==> config.mk <==
export PLATFORM = sky130hd
export DESIGN_NAME = display_scan_controller
export DESIGN_NICKNAME = d
export VERILOG_FILES = /design/src/rtl/display_scan_controller.sv
export SDC_FILE = /design/constraint.sdc
export NUM_CORES = 1
export LEC_CHECK = 0
export CAP_MARGIN = 20
export CORE_AREA = 3 3 80 82
export CTS_CLUSTER_SIZE = 25
export DETAILED_ROUTE_END_ITERATION = 8
export DIE_AREA = 0 0 83 85
export PLACE_DENSITY = 0.82
export SYNTH_ARGS = -nofsm -noshare
export SYNTH_HDL_FRONTEND = slang
export SYNTH_SLANG_ARGS = --single-unit
==> constraint.sdc <==
create_clock -name clk -period 7 [get_ports clk]
set_clock_uncertainty 0.2 [all_clocks]
set_input_delay 0.7 -clock clk [delete_from_list [all_inputs] [get_ports clk]]
set_output_delay 0.7 -clock clk [all_outputs]
set_load 0.05 [all_outputs]
==> src/rtl/display_scan_controller.sv <==
// Four-digit 7-segment scan controller.
// Cycles through the digits with a SHOW slot followed by a dark BLANK gap, and
// double-buffers new display values so each frame shows one coherent set of digits.
module display_scan_controller #(
    parameter int unsigned DIV_CYCLES   = 50000,
    parameter int unsigned BLANK_CYCLES = 500
) (
    input  logic        clk,
    input  logic        reset,
    input  logic        load,
    input  logic [15:0] data_in,
    input  logic [3:0]  blank_in,
    output logic [3:0]  digit_code,
    output logic [3:0]  digit_en_n,
    output logic        frame_start,
    output logic        pending
);

    localparam int unsigned MaxCycles = (DIV_CYCLES > BLANK_CYCLES) ? DIV_CYCLES : BLANK_CYCLES;
    localparam int unsigned CntW      = (MaxCycles > 1) ? $clog2(MaxCycles) : 1;
    localparam logic [CntW-1:0] ShowLast  = CntW'(DIV_CYCLES - 1);
    localparam logic [CntW-1:0] BlankLast = CntW'(BLANK_CYCLES - 1);

    typedef enum logic [0:0] {StShow, StBlank} state_e;

    state_e          state_q, state_d;
    logic [CntW-1:0] cnt_q, cnt_d;
    logic [1:0]      idx_q, idx_d;
    logic [15:0]     active_data_q, active_data_d;
    logic [3:0]      active_blank_q, active_blank_d;
    logic [15:0]     shadow_data_q, shadow_data_d;
    logic [3:0]      shadow_blank_q, shadow_blank_d;
    logic            pending_q, pending_d;
    logic [3:0]      digit_code_q, digit_code_d;
    logic [3:0]      digit_en_n_q, digit_en_n_d;
    logic            frame_start_q, frame_start_d;
    logic            frame_edge;

    // Next-state: slot sequencing, shadow capture, frame-boundary transfer and output decode.
    always_comb begin
        state_d        = state_q;
        cnt_d          = cnt_q;
        idx_d          = idx_q;
        active_data_d  = active_data_q;
        active_blank_d = active_blank_q;
        shadow_data_d  = shadow_data_q;
        shadow_blank_d = shadow_blank_q;
        pending_d      = pending_q;
        frame_edge     = 1'b0;

        unique case (state_q)
            StShow: begin
                if (cnt_q == ShowLast) begin
                    state_d = StBlank;
                    cnt_d   = '0;
                end else begin
                    cnt_d = cnt_q + CntW'(1);
                end
            end
            StBlank: begin
                if (cnt_q == BlankLast) begin
                    state_d    = StShow;
                    cnt_d      = '0;
                    idx_d      = idx_q + 2'd1;
                    frame_edge = (idx_q == 2'd3);
                end else begin
                    cnt_d = cnt_q + CntW'(1);
                end
            end
            default: begin
                state_d = StBlank;
                cnt_d   = '0;
            end
        endcase

        if (load) begin
            shadow_data_d  = data_in;
            shadow_blank_d = blank_in;
            pending_d      = 1'b1;
        end

        // A load coinciding with the boundary bypasses the shadow so it is never a frame late.
        if (frame_edge) begin
            if (load) begin
                active_data_d  = data_in;
                active_blank_d = blank_in;
            end else if (pending_q) begin
                active_data_d  = shadow_data_q;
                active_blank_d = shadow_blank_q;
            end
            pending_d = 1'b0;
        end

        frame_start_d = frame_edge;
        if (state_d == StShow) begin
            digit_code_d = active_data_d[{idx_d, 2'b00} +: 4];
            digit_en_n_d = active_blank_d[idx_d] ? 4'hF : ~(4'b0001 << idx_d);
        end else begin
            digit_code_d = digit_code_q;
            digit_en_n_d = 4'hF;
        end
    end

    // State and registered outputs, synchronous active-high reset.
    always_ff @(posedge clk) begin
        if (reset) begin
            state_q        <= StBlank;
            cnt_q          <= '0;
            idx_q          <= 2'd3;
            active_data_q  <= 16'h0000;
            active_blank_q <= 4'hF;
            shadow_data_q  <= 16'h0000;
            shadow_blank_q <= 4'h0;
            pending_q      <= 1'b0;
            digit_code_q   <= 4'h0;
            digit_en_n_q   <= 4'hF;
            frame_start_q  <= 1'b0;
        end else begin
            state_q        <= state_d;
            cnt_q          <= cnt_d;
            idx_q          <= idx_d;
            active_data_q  <= active_data_d;
            active_blank_q <= active_blank_d;
            shadow_data_q  <= shadow_data_d;
            shadow_blank_q <= shadow_blank_d;
            pending_q      <= pending_d;
            digit_code_q   <= digit_code_d;
            digit_en_n_q   <= digit_en_n_d;
            frame_start_q  <= frame_start_d;
        end
    end

    assign digit_code  = digit_code_q;
    assign digit_en_n  = digit_en_n_q;
    assign frame_start = frame_start_q;
    assign pending     = pending_q;

endmodule

==> results of run 1 <==
[layout make-up]
| type | instances | area, sq um |
|---|---|---|
| Sequential cell | 69 | 1380 |
| Timing Repair Buffer | 37 | 358 |
| Clock inverter | 7 | 146 |
| Clock buffer | 9 | 124 |
| Fill cell | 471 | 1710 |
| Multi-Input combinational cell | 316 | 1980 |
| Inverter | 6 | 22.5 |
| Tap cell | 75 | 93.8 |
[worst max path at each step]
stage,start,to,depth (start not counted)
6_report,cnt_q[0],active_data_q[10],7
5_1_grt,cnt_q[0],active_data_q[1],6
4_1_cts,cnt_q[0],active_data_q[1],6
3_5_place_dp,cnt_q[0],active_data_q[1],7
3_3_place_gp,cnt_q[0],active_data_q[1],7
2_1_floorplan,pending,digit_code[2],6
[through the flow]
step	instance area (sq um)	worst slack, ns	cells
4_1_cts	4100	3.79	518
5_1_grt	4100	3.51	519
3_5_place_dp	3830	3.81	502
2_1_floorplan	3530	4.56	416
3_3_place_gp	3830	3.89	502
6_report	4100	3.78	519
[flip-flops by register name, summed over array words and instances, names as in the netlist]
signal / flops
shadow_data_q: 16
active_blank_q: 4
idx_q: 2
frame_start: 1
shadow_blank_q: 4
cnt_q: 16
digit_en_n: 4
digit_code: 4
pending: 1
active_data_q: 16
state_q: 1
[power by group through the flow]
stage / sequential (mW) / clock [mW] / combinational, mW
after floorplan: 0.415 / 0 / 0.0405
final: 0.406 / 0.435 / 0.0666
after CTS: 0.406 / 0.441 / 0.0663
after detailed placement: 0.415 / 0 / 0.0655
after global routing: 0.407 / 0.458 / 0.0731
after global placement: 0.415 / 0 / 0.0643
[cell families after synthesis]
group | count (synthesis) | synth area share [%]
AND/OR/NAND/NOR | 176 | 24.4
XOR/XNOR | 15 | 3.72
adder cells (fa/ha/maj) | 2 | 0.709
AO/OA/AOI/OAI | 78 | 13.5
multiplexers | 45 | 13.8
buffers and inverters | 31 | 4.79
flip-flops | 69 | 39.1
[critical path, delay by kind of cell (launching register included)]
family	cells	cell delay, ns
AOI/OAI and AO/OA	2	0.28
adders and majority gates	1	0.23
DFF	1	0.37
and+or+nand+nor	4	2.00
[layout by cell type, fill, tap and decap left out, types with 8 or more instances in the layout]
cell                               n
sky130_fd_sc_hd__nor3_1            8
sky130_fd_sc_hd__nand3_1           8
sky130_fd_sc_hd__o22ai_1           9
sky130_fd_sc_hd__nor2_1           68
sky130_fd_sc_hd__o21ai_0          12
sky130_fd_sc_hd__clkdlybuf4s50_1  32
sky130_fd_sc_hd__dfxtp_1          69
sky130_fd_sc_hd__a21oi_1          32
sky130_fd_sc_hd__clkbuf_8          9
sky130_fd_sc_hd__nand2_1          50
sky130_fd_sc_hd__xor2_1            8
sky130_fd_sc_hd__mux2i_1          37
[routing by layer]
metal	share of wire [%]	GRT usage, %	vias up
met3	5.5	5.34	12
met1	44	29.3	1418
met4	1.4	8.32	0
met5	0	0	-
met2	49	40.5	83
li1	-	-	1501
==> Flow_metrics.wiki, run 1 <==
{| class="wikitable"
! Metric !! Value
|-
| Outcome || complete, no violations
|-
| Max-slew headroom at the worst pin || 39.9%
|-
| Ratio of final minimum period to clock period || a little under half
|-
| Internal cell power || just over 0.7 mW
|-
| Start-to-end type of the worst setup path || reg -> reg
|-
| R2R depth || 7
|-
| Final total negative setup slack || 0 ns
|-
| Antenna violations before repair || 0
|-
| Predominant post-synthesis flop cell || sky130_fd_sc_hd__dfxtp_1
|-
| Proportion of power drawn by combinational gates || 7.3%
|-
| Class of the tightest hold or removal check || reg -> reg
|-
| Vias after detailed routing || between 3k and 4k
|-
| Data required time of the worst path || 7.01 ns
|-
| Share of flip-flops with an asynchronous set or reset after synthesis || 0%
|-
| DIE WIDTH || just over 80 microns
|-
| Unrepaired setup endpoints after global routing || no
|-
| Final slew viol count || 0
|-
| Final weighted congestion in routability-driven placement || a little over 0.8
|-
| Most frequent cell after synthesis || sky130_fd_sc_hd__dfxtp_1
|-
| Synthesized net count || 441
|-
| Via count of the first global-routing pass || 2809
|-
| Count of buffers added by post-CTS timing repair for setup || 0
|-
| Clock power share || between 40% and 50%
|-
| Post-Synthesis Cells || 416
|-
| Detailed-route wire length || 7910 microns
|-
| CTS H-Tree Depth || 3
|-
| Final critical delay including setup and external delays || 3.22 ns
|-
| R2r endpoint || active_data_q[10]
|-
| Number of hold-slack violations in the final timing report || 0
|-
| Total power density per cell area || 221 nW/um^2
|-
| Worst Hold Path Cells || 1
|-
| Mapped cell area || 3530 sq um
|-
| Core area || around 5800 sq um
|-
| Most instantiated cells after synthesis || sky130_fd_sc_hd__dfxtp_1, sky130_fd_sc_hd__nor2_1, sky130_fd_sc_hd__nand2_1
|-
| Maximum clock frequency || 310 MHz
|-
| Distinct cell type count after synthesis || 58
|-
| # resized after CTS || 0
|-
| Number of synthesized register bits || 69
|-
| Power, Total || 0.908 mW
|-
| Antenna Nets Post-Route || 0
|-
| Maximum vdd ir drop || 186 uV
|-
| Number of violations of the max-capacitance limit || 0
|-
| Core utilization of the finished layout || just over 70%
|-
| Count of flip-flops with a built-in enable after synthesis || 0
|-
| Seq pwr share || 44.7%
|-
| Area grow syn2layout || 16.3%
|-
| # clock sinks || 69
|-
| Number of buffers inserted during clock tree synthesis || 9
|-
| Fraction of the yosys area taken by sequential cells || 39.1%
|-
| CP endpoint kind || flip-flop
|-
| Area contributors post-synth || sky130_fd_sc_hd__dfxtp_1, sky130_fd_sc_hd__mux2i_1, sky130_fd_sc_hd__nor2_1
|-
| Vert. Die Dim || between 80 and 90 microns
|-
| Overflow left after global routing || 0
|-
| Maximum number of buffers from clock root to sink || 2
|-
| Final hold slack || between 0.2 and 0.3 ns
|-
| Worst EP arrival || 3.23 ns
|-
| Worst R2R Start || cnt_q[0]
|-
| Starting DRT DRC Count || 158
|-
| Pin count of the biggest net entering global routing || 53
|-
| DPL Wire Length || between 5000 and 6000 microns
|-
| Worst path cell trace || ha_1 > or4bb_4 > nor4_4 > and2_1 > nand2_1 > o22ai_1 > a211oi_1
|-
| Post-synthesis cell type with the largest combined area || sky130_fd_sc_hd__dfxtp_1
|-
| TritonCTS clock tree || done
|-
| Count of port buffers added during placement || 32
|-
| Fraction of layout instances using a drive strength above 1 || 9.23%
|-
| P_leak || 1.55 nW
|-
| Biggest cell delay along the critical path || roughly 0.82 ns
|-
| Fraction of post-synthesis cell area in the top cell type by area || 39.1%
|-
| First-pass GRT wire length || ~14000 microns
|-
| Worst path slowest cell || sky130_fd_sc_hd__and2_1
|-
| Die footprint || 7060 sq um
|-
| Critical path fanouts, max || 25
|-
| Clock slew seen by the registers of the worst setup and hold paths || 0.08 ns
|-
| Post-DR vias/cell || 5.81
|-
| Number of nets in the layout || about 460
|-
| Reg-to-reg setup timing slack || 3.78 ns
|-
| Transition at the pin with the smallest max-transition slack || 0.902 ns
|-
| Worst-case hold path end point || cnt_q[0]
|-
| Mean instance size in the synthesized netlist || 8.48 sq um
|-
| Switching Power || 0.201 mW
|-
| Endpoints failing setup || 0
|-
| Effective utilization at floorplan || 60.7%
|-
| Skew-Pair Late Insertion Delay || roughly 0.36 ns
|-
| Number of iterations in the first detailed-routing pass || 4
|-
| Hold path startpoint || cnt_q[0]
|-
| Gr usage total || a little under a quarter
|-
| DRC Markers || 0
|-
| Launching element type of the critical path || flip-flop
|-
| Total of warnings raised by yosys || 0
|-
| Switching part of the total power || 22.1%
|-
| FP Rows || 28
|-
| Antenna cell count || 0
|-
| CTS root buf || sky130_fd_sc_hd__clkbuf_8
|-
| Final routed wire length divided by cell count || roughly 15 microns
|-
| I/O pins || 33
|-
| Quantity of hold-fixing buffers added after cts || 0
|}
No activity file was read; power rests on OpenSTA's default activity.
==> inputs of run 2 (changes only) <==
--- a/config.mk
+++ b/config.mk
@@ -6,11 +6,11 @@
 export NUM_CORES = 1
 export LEC_CHECK = 0
 export CAP_MARGIN = 20
-export CORE_AREA = 3 3 80 82
+export CORE_AREA = 3 3 87 89
 export CTS_CLUSTER_SIZE = 25
 export DETAILED_ROUTE_END_ITERATION = 8
-export DIE_AREA = 0 0 83 85
-export PLACE_DENSITY = 0.82
+export DIE_AREA = 0 0 90 92
+export PLACE_DENSITY = 0.74
 export SYNTH_ARGS = -nofsm -noshare
 export SYNTH_HDL_FRONTEND = slang
 export SYNTH_SLANG_ARGS = --single-unit
==> constraint.sdc (replaced) <==
create_clock -name clk -period 2.8 [get_ports clk]
set_clock_uncertainty 0.2 [all_clocks]
set_input_delay 0.28 -clock clk [delete_from_list [all_inputs] [get_ports clk]]
set_output_delay 0.28 -clock clk [all_outputs]
set_load 0.05 [all_outputs]
==> Flow_metrics.wiki, run 2 (synthesis gave the netlist of run 1 again) <==
{| class="wikitable"
! Metric !! Value
|-
| Launching element type of the critical path || flip-flop
|-
| Number of nets in the layout || ~470
|-
| Length of routed wiring on met1 || 3650 microns
|-
| Number of iterations in the first detailed-routing pass || 4
|-
| Overflow left after global routing || 0
|-
| Die footprint || 8280 sq um
|-
| Final routed wire length divided by cell count || 14.1 microns
|-
| Starting DRT DRC Count || roughly 160
|-
| Quantity of hold-fixing buffers added after cts || 0
|-
| Count of buffers added by post-CTS timing repair for setup || 0
|-
| Ratio of final minimum period to clock period || 91.3%
|-
| Count of port buffers added during placement || 32
|-
| Vert. Die Dim || 92 microns
|-
| Fraction of layout instances using a drive strength above 1 || a little under an eighth
|-
| Total power density per cell area || 482 nW/um^2
|-
| Start-to-end type of the worst setup path || reg -> reg
|-
| Maximum clock frequency || slightly below 400 MHz
|-
| Worst EP arrival || 2.59 ns
|-
| Clock slew seen by the registers of the worst setup and hold paths || 0.08 ns
|-
| Number of violations of the max-capacitance limit || 0
|-
| DRC Markers || 0
|-
| Antenna Nets Post-Route || 0
|-
| Gr usage total || 19.3%
|-
| Met3 routed wirelength || 314 microns
|-
| Skew-Pair Late Insertion Delay || between 0.3 and 0.4 ns
|-
| FP Rows || 30
|-
| Endpoints failing setup || 0
|-
| P_leak || about 1.6 nW
|-
| Final critical delay including setup and external delays || 2.56 ns
|-
| Class of the tightest hold or removal check || reg -> reg
|-
| I/O pins || 33
|-
| Area grow syn2layout || 17.1%
|-
| Number of buffers inserted during clock tree synthesis || 9
|-
| Maximum number of buffers from clock root to sink || 2
|-
| Data required time of the worst path || about 2.8 ns
|-
| Placed inst area || 3930 sq um
|-
| Highest routing layer actually used || met4
|-
| TritonCTS clock tree || done
|-
| Final weighted congestion in routability-driven placement || 0.817
|-
| Final slew viol count || 0
|-
| Unrepaired setup endpoints after global routing || no
|-
| Antenna cell count || 0
|-
| # resized after CTS || 0
|-
| Effective utilization at floorplan || 51.6%
|-
| DPL Wire Length || roughly 5400 microns
|-
| Outcome || complete, no violations
|-
| CP endpoint kind || flip-flop
|-
| Post-layout instance area || approximately 4100 sq um
|-
| Most common cell after layout, fill and taps aside || sky130_fd_sc_hd__dfxtp_1
|-
| Maximum vdd ir drop || approximately 310 uV
|-
| Largest registers || active_data_q (16), cnt_q (16), shadow_data_q (16)
|-
| Transition at the pin with the smallest max-transition slack || between 0.5 and 0.6 ns
|-
| First-pass GRT wire length || 13300 microns
|-
| Via count of the first global-routing pass || roughly 2.8k
|-
| CTS root buf || sky130_fd_sc_hd__clkbuf_8
|-
| DIE WIDTH || around 90 microns
|-
| Commonest cells after routing, fill and taps aside || sky130_fd_sc_hd__dfxtp_1, sky130_fd_sc_hd__nor2_1, sky130_fd_sc_hd__nand2_1
|-
| Pin count of the biggest net entering global routing || 29
|-
| Core area || 6830 sq um
|-
| Number of hold-slack violations in the final timing report || 0
|-
| Routed wl met2 || between 3000 and 4000 microns
|-
| Power, Total || 1.99 mW
|-
| Final total negative setup slack || 0 ns
|-
| Critical path fanouts, max || 8
|-
| Antenna violations before repair || 0
|-
| Vias after detailed routing || 3016
|-
| # clock sinks || 69
|-
| CTS H-Tree Depth || 3
|-
| Detailed-route wire length || ~7700 microns
|-
| Post-DR vias/cell || 5.48
|-
| Max-slew headroom at the worst pin || 63.8%
|}
-- run 2: cell count changes in the layout (fill, tap and decap cells not counted) --
cell	previous run	this run
sky130_fd_sc_hd__buf_4	5	16
sky130_fd_sc_hd__bufinv_16	4	1
sky130_fd_sc_hd__clkdlybuf4s50_1	32	31
sky130_fd_sc_hd__clkinv_2	0	2
sky130_fd_sc_hd__clkinvlp_4	0	1
-- run 2: through the flow --
stage	util [%]	hold WS, ns	cells	setup WS [ns]
2_1_floorplan	-	0.227	416	0.361
3_3_place_gp	57.6	0.243	534	0.334
3_5_place_dp	57.6	0.254	534	0.249
4_1_cts	60.5	0.271	550	0.231
5_1_grt	60.5	0.308	550	0.0318
6_report	60.5	0.271	550	0.244
-- run 2: path summary, 6_finish.rpt --
check | startpoint | endpoint | slack [ns] | cells after the start
worst max-delay path | cnt_q[0] | digit_en_n[0] | 0.24 | 7
worst min-delay path | shadow_data_q[6] | shadow_data_q[6] | 0.27 | 2
worst max register to register | cnt_q[0] | digit_en_n[0] | 0.24 | 7
worst min register to register | shadow_data_q[6] | shadow_data_q[6] | 0.27 | 2
-- run 2: metal layers --
metal  vias to the layer above  GRT usage (%)
met1                      1426           25.6
li1                       1514              -
met3                        15           3.86
met2                        61           30.7
met4                         0           8.55
met5                         -              0
-- run 2: power by group --
part           internal (mW)  switching, mW
logic                 0.0819         0.0888
clock network          0.414          0.391
registers               1.00         0.0132
-- run 2: cell type report --
class,instances,area [sq um]
Multi-Input combinational cell,316,1980
Tap cell,96,120
Sequential cell,69,1380
Fill cell,624,2700
Inverter,6,22.5
Clock buffer,9,124
Timing Repair Buffer,47,430
Clock inverter,7,73.8
-- run 2: worst max-delay path, cell delays in order (launching register included) --
cell	delay (ns)
sky130_fd_sc_hd__dfxtp_1	0.38
sky130_fd_sc_hd__ha_1	0.24
sky130_fd_sc_hd__or4bb_4	0.52
sky130_fd_sc_hd__nor4_4	0.19
sky130_fd_sc_hd__nand2_1	0.29
sky130_fd_sc_hd__o22ai_1	0.21
sky130_fd_sc_hd__a21oi_1	0.09
sky130_fd_sc_hd__or3b_1	0.34
